<file path="config.mk">
export PLATFORM = sky130hd
export DESIGN_NAME = lut_table_loader_flat
export DESIGN_NICKNAME = d
export VERILOG_FILES = /design/src/rtl/lut_table_loader_if.sv /design/src/rtl/lut_table_loader.sv /design/src/flat_wrapper.sv
export SDC_FILE = /design/constraint.sdc
export NUM_CORES = 1
export LEC_CHECK = 0
export BUFFER_PORTS_ARGS = -buffer_cell sky130_fd_sc_hd__buf_2
export CELL_PAD_IN_SITES_DETAIL_PLACEMENT = 0
export CELL_PAD_IN_SITES_GLOBAL_PLACEMENT = 2
export CORE_MARGIN = 1.5
export CORE_UTILIZATION = 32
export DETAILED_ROUTE_END_ITERATION = 6
export GPL_TIMING_DRIVEN = 0
export PLACE_DENSITY_LB_ADDON = 0.1
export SYNTH_ARGS = -nofsm -noshare
export SYNTH_HDL_FRONTEND = slang
export SYNTH_SLANG_ARGS = --single-unit
</file>
<file path="constraint.sdc">
create_clock -name clk -period 1.9 [get_ports clk]
set_input_delay 0.38 -clock clk [delete_from_list [all_inputs] [get_ports clk]]
set_output_delay 0.38 -clock clk [all_outputs]
set_load 0.01 [all_outputs]
</file>
<file path="src/rtl/lut_table_loader_if.sv">
// LUT write-port bundle shared by the table loader and the LUT RAMs.
//   wr_en    : write valid (loader -> LUT)
//   wr_sel   : 0 = direct LUT, 1 = OMS LUT
//   wr_addr  : table word address
//   wr_data  : entry value, A_W+4 bits unsigned
//   wr_ready : LUT can accept the current write (LUT -> loader)
// A_W must match the A_W of the loader instance that drives it.
interface lut_table_loader_if #(
  parameter int unsigned A_W = 8
) ();
  logic           wr_en;
  logic           wr_sel;
  logic [3:0]     wr_addr;
  logic [A_W+3:0] wr_data;
  logic           wr_ready;

  modport master (
    output wr_en,
    output wr_sel,
    output wr_addr,
    output wr_data,
    input  wr_ready
  );

  modport slave (
    input  wr_en,
    input  wr_sel,
    input  wr_addr,
    input  wr_data,
    output wr_ready
  );
endinterface

</file>
<file path="src/rtl/lut_table_loader.sv">
// Sequential writer for the two constant-multiplier LUTs of a programmable multiplicand A.
// Fills the 8-word direct LUT (k*A, k=0..7) and then the 9-word OMS LUT ((2i+1)*A for
// i=0..7, plus 2*A at address 8), one entry per accepted write, by repeated addition.
// Ports:
//   clk, rst_n : clock (rising edge), asynchronous active-low reset
//   start      : load request, sampled only when idle
//   a_const    : multiplicand, captured on the accepted start
//   busy       : high from the cycle after start through the final accepted write
//   done       : one-cycle pulse after the final write is accepted
//   wr         : LUT write port (valid/ready), master side
module lut_table_loader #(
  parameter int unsigned A_W = 8
) (
  input  logic                  clk,
  input  logic                  rst_n,
  input  logic                  start,
  input  logic [A_W-1:0]        a_const,
  output logic                  busy,
  output logic                  done,
  lut_table_loader_if.master    wr
);

  localparam int unsigned DW = A_W + 4;

  typedef enum logic [1:0] {StIdle, StDirect, StOms, StFin} state_e;

  state_e         state_q, state_d;
  logic [3:0]     addr_q, addr_d;
  logic [DW-1:0]  data_q, data_d;
  logic [A_W-1:0] a_q, a_d;

  logic           accept;
  logic [DW-1:0]  a_x1;
  logic [DW-1:0]  a_x2;

  // 15*(2^A_W-1) fits in A_W+4 bits, so the accumulator never wraps.
  assign a_x1 = DW'(a_q);
  assign a_x2 = DW'({a_q, 1'b0});

  always_ff @(posedge clk or negedge rst_n) begin
    if (!rst_n) begin
      state_q <= StIdle;
      addr_q  <= '0;
      data_q  <= '0;
      a_q     <= '0;
    end else begin
      state_q <= state_d;
      addr_q  <= addr_d;
      data_q  <= data_d;
      a_q     <= a_d;
    end
  end

  always_comb begin
    state_d     = state_q;
    addr_d      = addr_q;
    data_d      = data_q;
    a_d         = a_q;
    wr.wr_en    = 1'b0;
    wr.wr_sel   = 1'b0;
    wr.wr_addr  = '0;
    wr.wr_data  = '0;
    busy        = 1'b0;
    done        = 1'b0;
    accept      = 1'b0;

    unique case (state_q)
      StIdle: begin
        if (start) begin
          a_d     = a_const;
          addr_d  = '0;
          data_d  = '0;
          state_d = StDirect;
        end
      end

      StDirect: begin
        wr.wr_en   = 1'b1;
        wr.wr_addr = addr_q;
        wr.wr_data = data_q;
        busy       = 1'b1;
        accept     = wr.wr_ready;
        if (accept) begin
          if (addr_q == 4'd7) begin
            // OMS table starts at 1*A.
            addr_d  = '0;
            data_d  = a_x1;
            state_d = StOms;
          end else begin
            addr_d = addr_q + 4'd1;
            data_d = data_q + a_x1;
          end
        end
      end

      StOms: begin
        wr.wr_en   = 1'b1;
        wr.wr_sel  = 1'b1;
        wr.wr_addr = addr_q;
        wr.wr_data = data_q;
        busy       = 1'b1;
        accept     = wr.wr_ready;
        if (accept) begin
          if (addr_q == 4'd8) begin
            state_d = StFin;
          end else if (addr_q == 4'd7) begin
            // Extra word: the even multiple 2*A.
            addr_d = 4'd8;
            data_d = a_x2;
          end else begin
            addr_d = addr_q + 4'd1;
            data_d = data_q + a_x2;
          end
        end
      end

      StFin: begin
        done    = 1'b1;
        state_d = StIdle;
      end

      default: state_d = StIdle;
    endcase
  end

endmodule

</file>
<file path="src/flat_wrapper.sv">
// flat-port wrapper written by rule: the top's interface ports become plain ports
module lut_table_loader_flat 
#(
  parameter int unsigned A_W = 8
)
  (clk, rst_n, start, a_const, busy, done, wr_wr_en, wr_wr_sel, wr_wr_addr, wr_wr_data, wr_wr_ready);
  lut_table_loader_if #(.A_W(A_W)) wr_i ();
  input  logic clk;
  input  logic rst_n;
  input  logic start;
  input  logic [A_W-1:0] a_const;
  output logic busy;
  output logic done;
  output wire logic [$bits(wr_i.wr_en)-1:0] wr_wr_en;
  output wire logic [$bits(wr_i.wr_sel)-1:0] wr_wr_sel;
  output wire logic [$bits(wr_i.wr_addr)-1:0] wr_wr_addr;
  output wire logic [$bits(wr_i.wr_data)-1:0] wr_wr_data;
  input wire logic [$bits(wr_i.wr_ready)-1:0] wr_wr_ready;
  assign wr_wr_en = wr_i.wr_en;
  assign wr_wr_sel = wr_i.wr_sel;
  assign wr_wr_addr = wr_i.wr_addr;
  assign wr_wr_data = wr_i.wr_data;
  assign wr_i.wr_ready = wr_wr_ready;
  lut_table_loader #(.A_W(A_W)) u_core (.clk(clk), .rst_n(rst_n), .start(start), .a_const(a_const), .busy(busy), .done(done), .wr(wr_i));
endmodule
</file>
==> implementation parameters <==
Parameter                              Value

Outcome
  Outcome    finished, violations left
  Violations in the final reports    negative setup slack

Timing
  Total count of hold-check failures in the final report    0
  Setup Viol. Count Final    8
  Final period utilization    108%
  Worst hold margin    between 0.1 and 0.15 ns
  Slew at the pin closest to its max-slew limit    between 0.6 and 0.7 ns
  Setup repair after global routing missed its margin    yes
  Total count of max-transition violations in the final report    0
  Fmax    between 400 and 500 MHz
  Tightest slew margin relative to the limit    55.6%
  Post-route setup slack    -0.155 ns
  Time the worst path needs with I/O delays and setup    about 2.1 ns
  Clock Skew    approximately 0.003 ns
  Setup TNS    -0.762 ns

Setup path
  Maximum single-stage delay on the critical path    around 0.4 ns
  Series of cell instances along the critical path    ha_4 -> inv_2 -> fa_2 -> nand2b_4 -> a21oi_4 -> o22ai_4 -> o21a_1 -> o31ai_1 -> o31ai_1
  Launching element type of the critical path    flop
  Worst EP required    between 2 and 2.5 ns
  Most frequent cell on the critical path    o31ai_1
  Type of the worst setup path    flop to flop
  Worst path arrival time    2.22 ns
  CP max stage cell    dfrtp_1
  Critical Path Fanout Max    4
  Crit end category    flop

Layout
  Fraction of layout cells with a size suffix above 1    between 40% and 50%
  Net count reported at finish    roughly 370
  Count of inserted antenna diode cells    0
  Commonest non-fill, non-tap cell in the layout    nand2_1
  Most used cells in the layout excluding fill and tap cells    nand2_1 (31), buf_6 (22), buf_4 (18), dfrtp_1 (18), buf_2 (17)
  Filler cells    750
  Layout overhead on the synthesized area    38.3%
  Final core utilization    a little under half
  Final std cells w/o fill    430

Global route
  Sum of overflow across all layers after global routing    0
  Via count of the first global-routing pass    about 2200
  Global routing usage summed across all routing layers    ~20%
  Global-route wire length before repair    between 10000 and 15000 um
  Pin count of the biggest net entering global routing    27
  Number of antenna violations at the first check in global routing    0

Floorplanning
  Initial Util    about a third
  Number of placed I/O pins    32
  Floorplan die width    between 80 and 90 um
  Number of cell rows    31
  Die height    89.4 um
  Core Area    approximately 7300 sq um
  Die area    between 7000 and 8000 sq um

Detailed routing
  DR iter-0 viols    139
  Remaining antenna violation count    0
  Remaining design rule violation count    0
  Routed length per placed instance    about 18 um
  Total via count in the routed design    around 2300
  Number of iterations in the first detailed-routing pass    4
  Total Wirelength    7770 um
  Via-per-instance ratio    between 5 and 6

Power and ir drop
  Leakage power    between 1 and 1.5 nW
  Sw Pwr    0.00300 W
  Sw Ratio    approximately 47%
  Power density relative to cell area    1920 nW/um^2
  Cell internal power dissipation    ~0.0033 W
  Power share of the sequential group    roughly 18%
  Combinational share of power    between 70% and 80%
  Peak supply drop    between 0.0007 and 0.0008 V
  Share of power burned in the clock network    5.3%

Synth
  Mean area per synthesized cell    8.53 sq um
  Count of unique library cells instantiated by Yosys    57
  Number of synthesized register bits    26
  Number of flops mapped to enable cells by yosys    0
  Number of warnings reported in the yosys synthesis log    0
  Fraction of registers with async set or reset after synthesis    between 90% and 100%
  Count of mapped cells out of synthesis    280
  Predominant post-synthesis flop cell    dfrtp_1
  Proportion of synthesized chip area in sequential cells    27.3%
  Post-Synthesis Net Count    between 300 and 400
  Netlist Area Pre-Place    between 2000 and 2500 sq um

CTS
  Clock buffer depth    2
  Total number of clock tree sinks    26
  Clock buffer count from CTS    3
  CTS Root Cell    clkbuf_8
  Cts-stage hold buffer count    0
  Clock edge transition at the registers on the reported setup and hold paths    0.10 ns
  Number of H-tree levels    1
  CTS tree    done
  Skew-Pair Late Insertion Delay    approximately 0.28 ns

Place
  Routability Congestion    0.851
  Cell count after placement    roughly 400
  Pre-CTS WS    -0.281 ns
  Detail Placement HPWL    roughly 5400 um
  Count of port buffers added during placement    31

Run
  Number of max-cap violations    0

Worst hold path
  Worst Hold Class    primary input to asynchronous set/reset pin
-- per-layer routing --
layer	routed length [um]	share of wire (%)	up-vias	track usage, %
met1	3790	49	1140	27.8
li1	-	-	1145	-
met2	3700	48	36	33.5
met5	0	0	-	0
met4	57	0.73	0	4.20
met3	226	2.9	4	1.66
-- flip-flops by register name (all words and copies together) (netlist names) --
name,count
u_core.state_q,2
u_core.data_q,12
u_core.addr_q,4
u_core.a_q,8
-- per-stage QoR --
stage / total power (W) / area [sq um]
6_report: 0.00635 / 3300
3_5_place_dp: 0.00462 / 2710
2_1_floorplan: 0.00361 / 2430
3_3_place_gp: 0.00460 / 2710
4_1_cts: 0.00553 / 2940
5_1_grt: 0.00686 / 3300
-- cells by family (layout without fill, tap and decap cells) --
logic type                 after synthesis  count (layout)  share of synthesized area [%]
DFF                                     26              26                           27.3
buffers and inverters                   25              76                           5.87
AOI/OAI and AO/OA                       88              88                           24.3
xor gates and xnor gates                 6               6                           2.20
adders and majority gates               24              24                           13.2
muxes                                   11              11                           5.08
and+or+nand+nor                        100             100                           22.1
-- synthesized netlist by cell type, drive strengths merged, types with 3 or more instances --
cell type,number,area (sq um)
o21ai,22,110
dfrtp,26,651
xnor2,5,43.8
nand2,32,120
a31oi,5,31.3
o211ai,3,27.5
o21a,3,22.5
ha,22,275
a22oi,3,22.5
nor3,7,35.0
mux2,9,101
a21o,4,31.3
clkbuf,4,15.0
buf,11,87.6
nand4b,3,26.3
and2,17,106
o22ai,5,31.3
nor2,13,48.8
a211oi,7,52.6
a21oi,17,85.1
inv,10,37.5
nand3,11,67.6
-- what timing repair did --
| action | CTS | global route |
|---|---|---|
| cloned | 0 | 2 |
| gates resized for setup | 33 | 62 |
| buffers inserted | 8 | 8 |
| endpoints found under the hold margin | 0 | 0 |
| endpoints found under the setup margin | 33 | 31 |
| pin swaps | 14 | 13 |
-- area by class of cell --
cell class / count / area [sq um] / area share [%]
multi-input cells: 229 / 1870 / 56.7
clock buffers: 3 / 41.3 / 1.25
inverters: 10 / 37.5 / 1.14
flip-flops and latches: 26 / 661 / 20.0
plain buffers: 14 / 144 / 4.36
repair buffers: 49 / 422 / 12.8
well taps: 99 / 124 / 3.75
-- worst max-delay path, delay by kind of cell, from the launching register on --
kind | cells | cell delay (ns)
adders and majority gates | 2 | 0.52
DFF | 1 | 0.41
and+or+nand+nor | 1 | 0.17
AOI/OAI and AO/OA | 5 | 0.80
buffers and inverters | 1 | 0.03
-- path summary, 6_finish.rpt --
kind | cells past startpoint | endpoint | startpoint | slack (ns)
setup reg to reg | 9 | u_core.data_q[10] | u_core.data_q[0] | -0.15
max in group asynchronous | 1 | u_core.a_q[0] | rst_n | 1.31
min in group clk | 2 | u_core.a_q[1] | a_const[1] | 0.33
hold reg to reg | 1 | u_core.data_q[10] | u_core.data_q[10] | 0.52
setup / recovery | 9 | u_core.data_q[10] | u_core.data_q[0] | -0.15
hold / removal | 1 | u_core.data_q[10] | rst_n | 0.12
-- power groups by stage --
stage	logic (W)	clock network, W	registers, W
finish	0.00489	0.000337	0.00112
CTS	0.00414	0.000351	0.00104
global route	0.00534	0.000373	0.00115
detailed placement	0.00357	0	0.00104
floorplan	0.00267	0	0.000947
global placement	0.00355	0	0.00105
(Power assumes the default switching activity.)
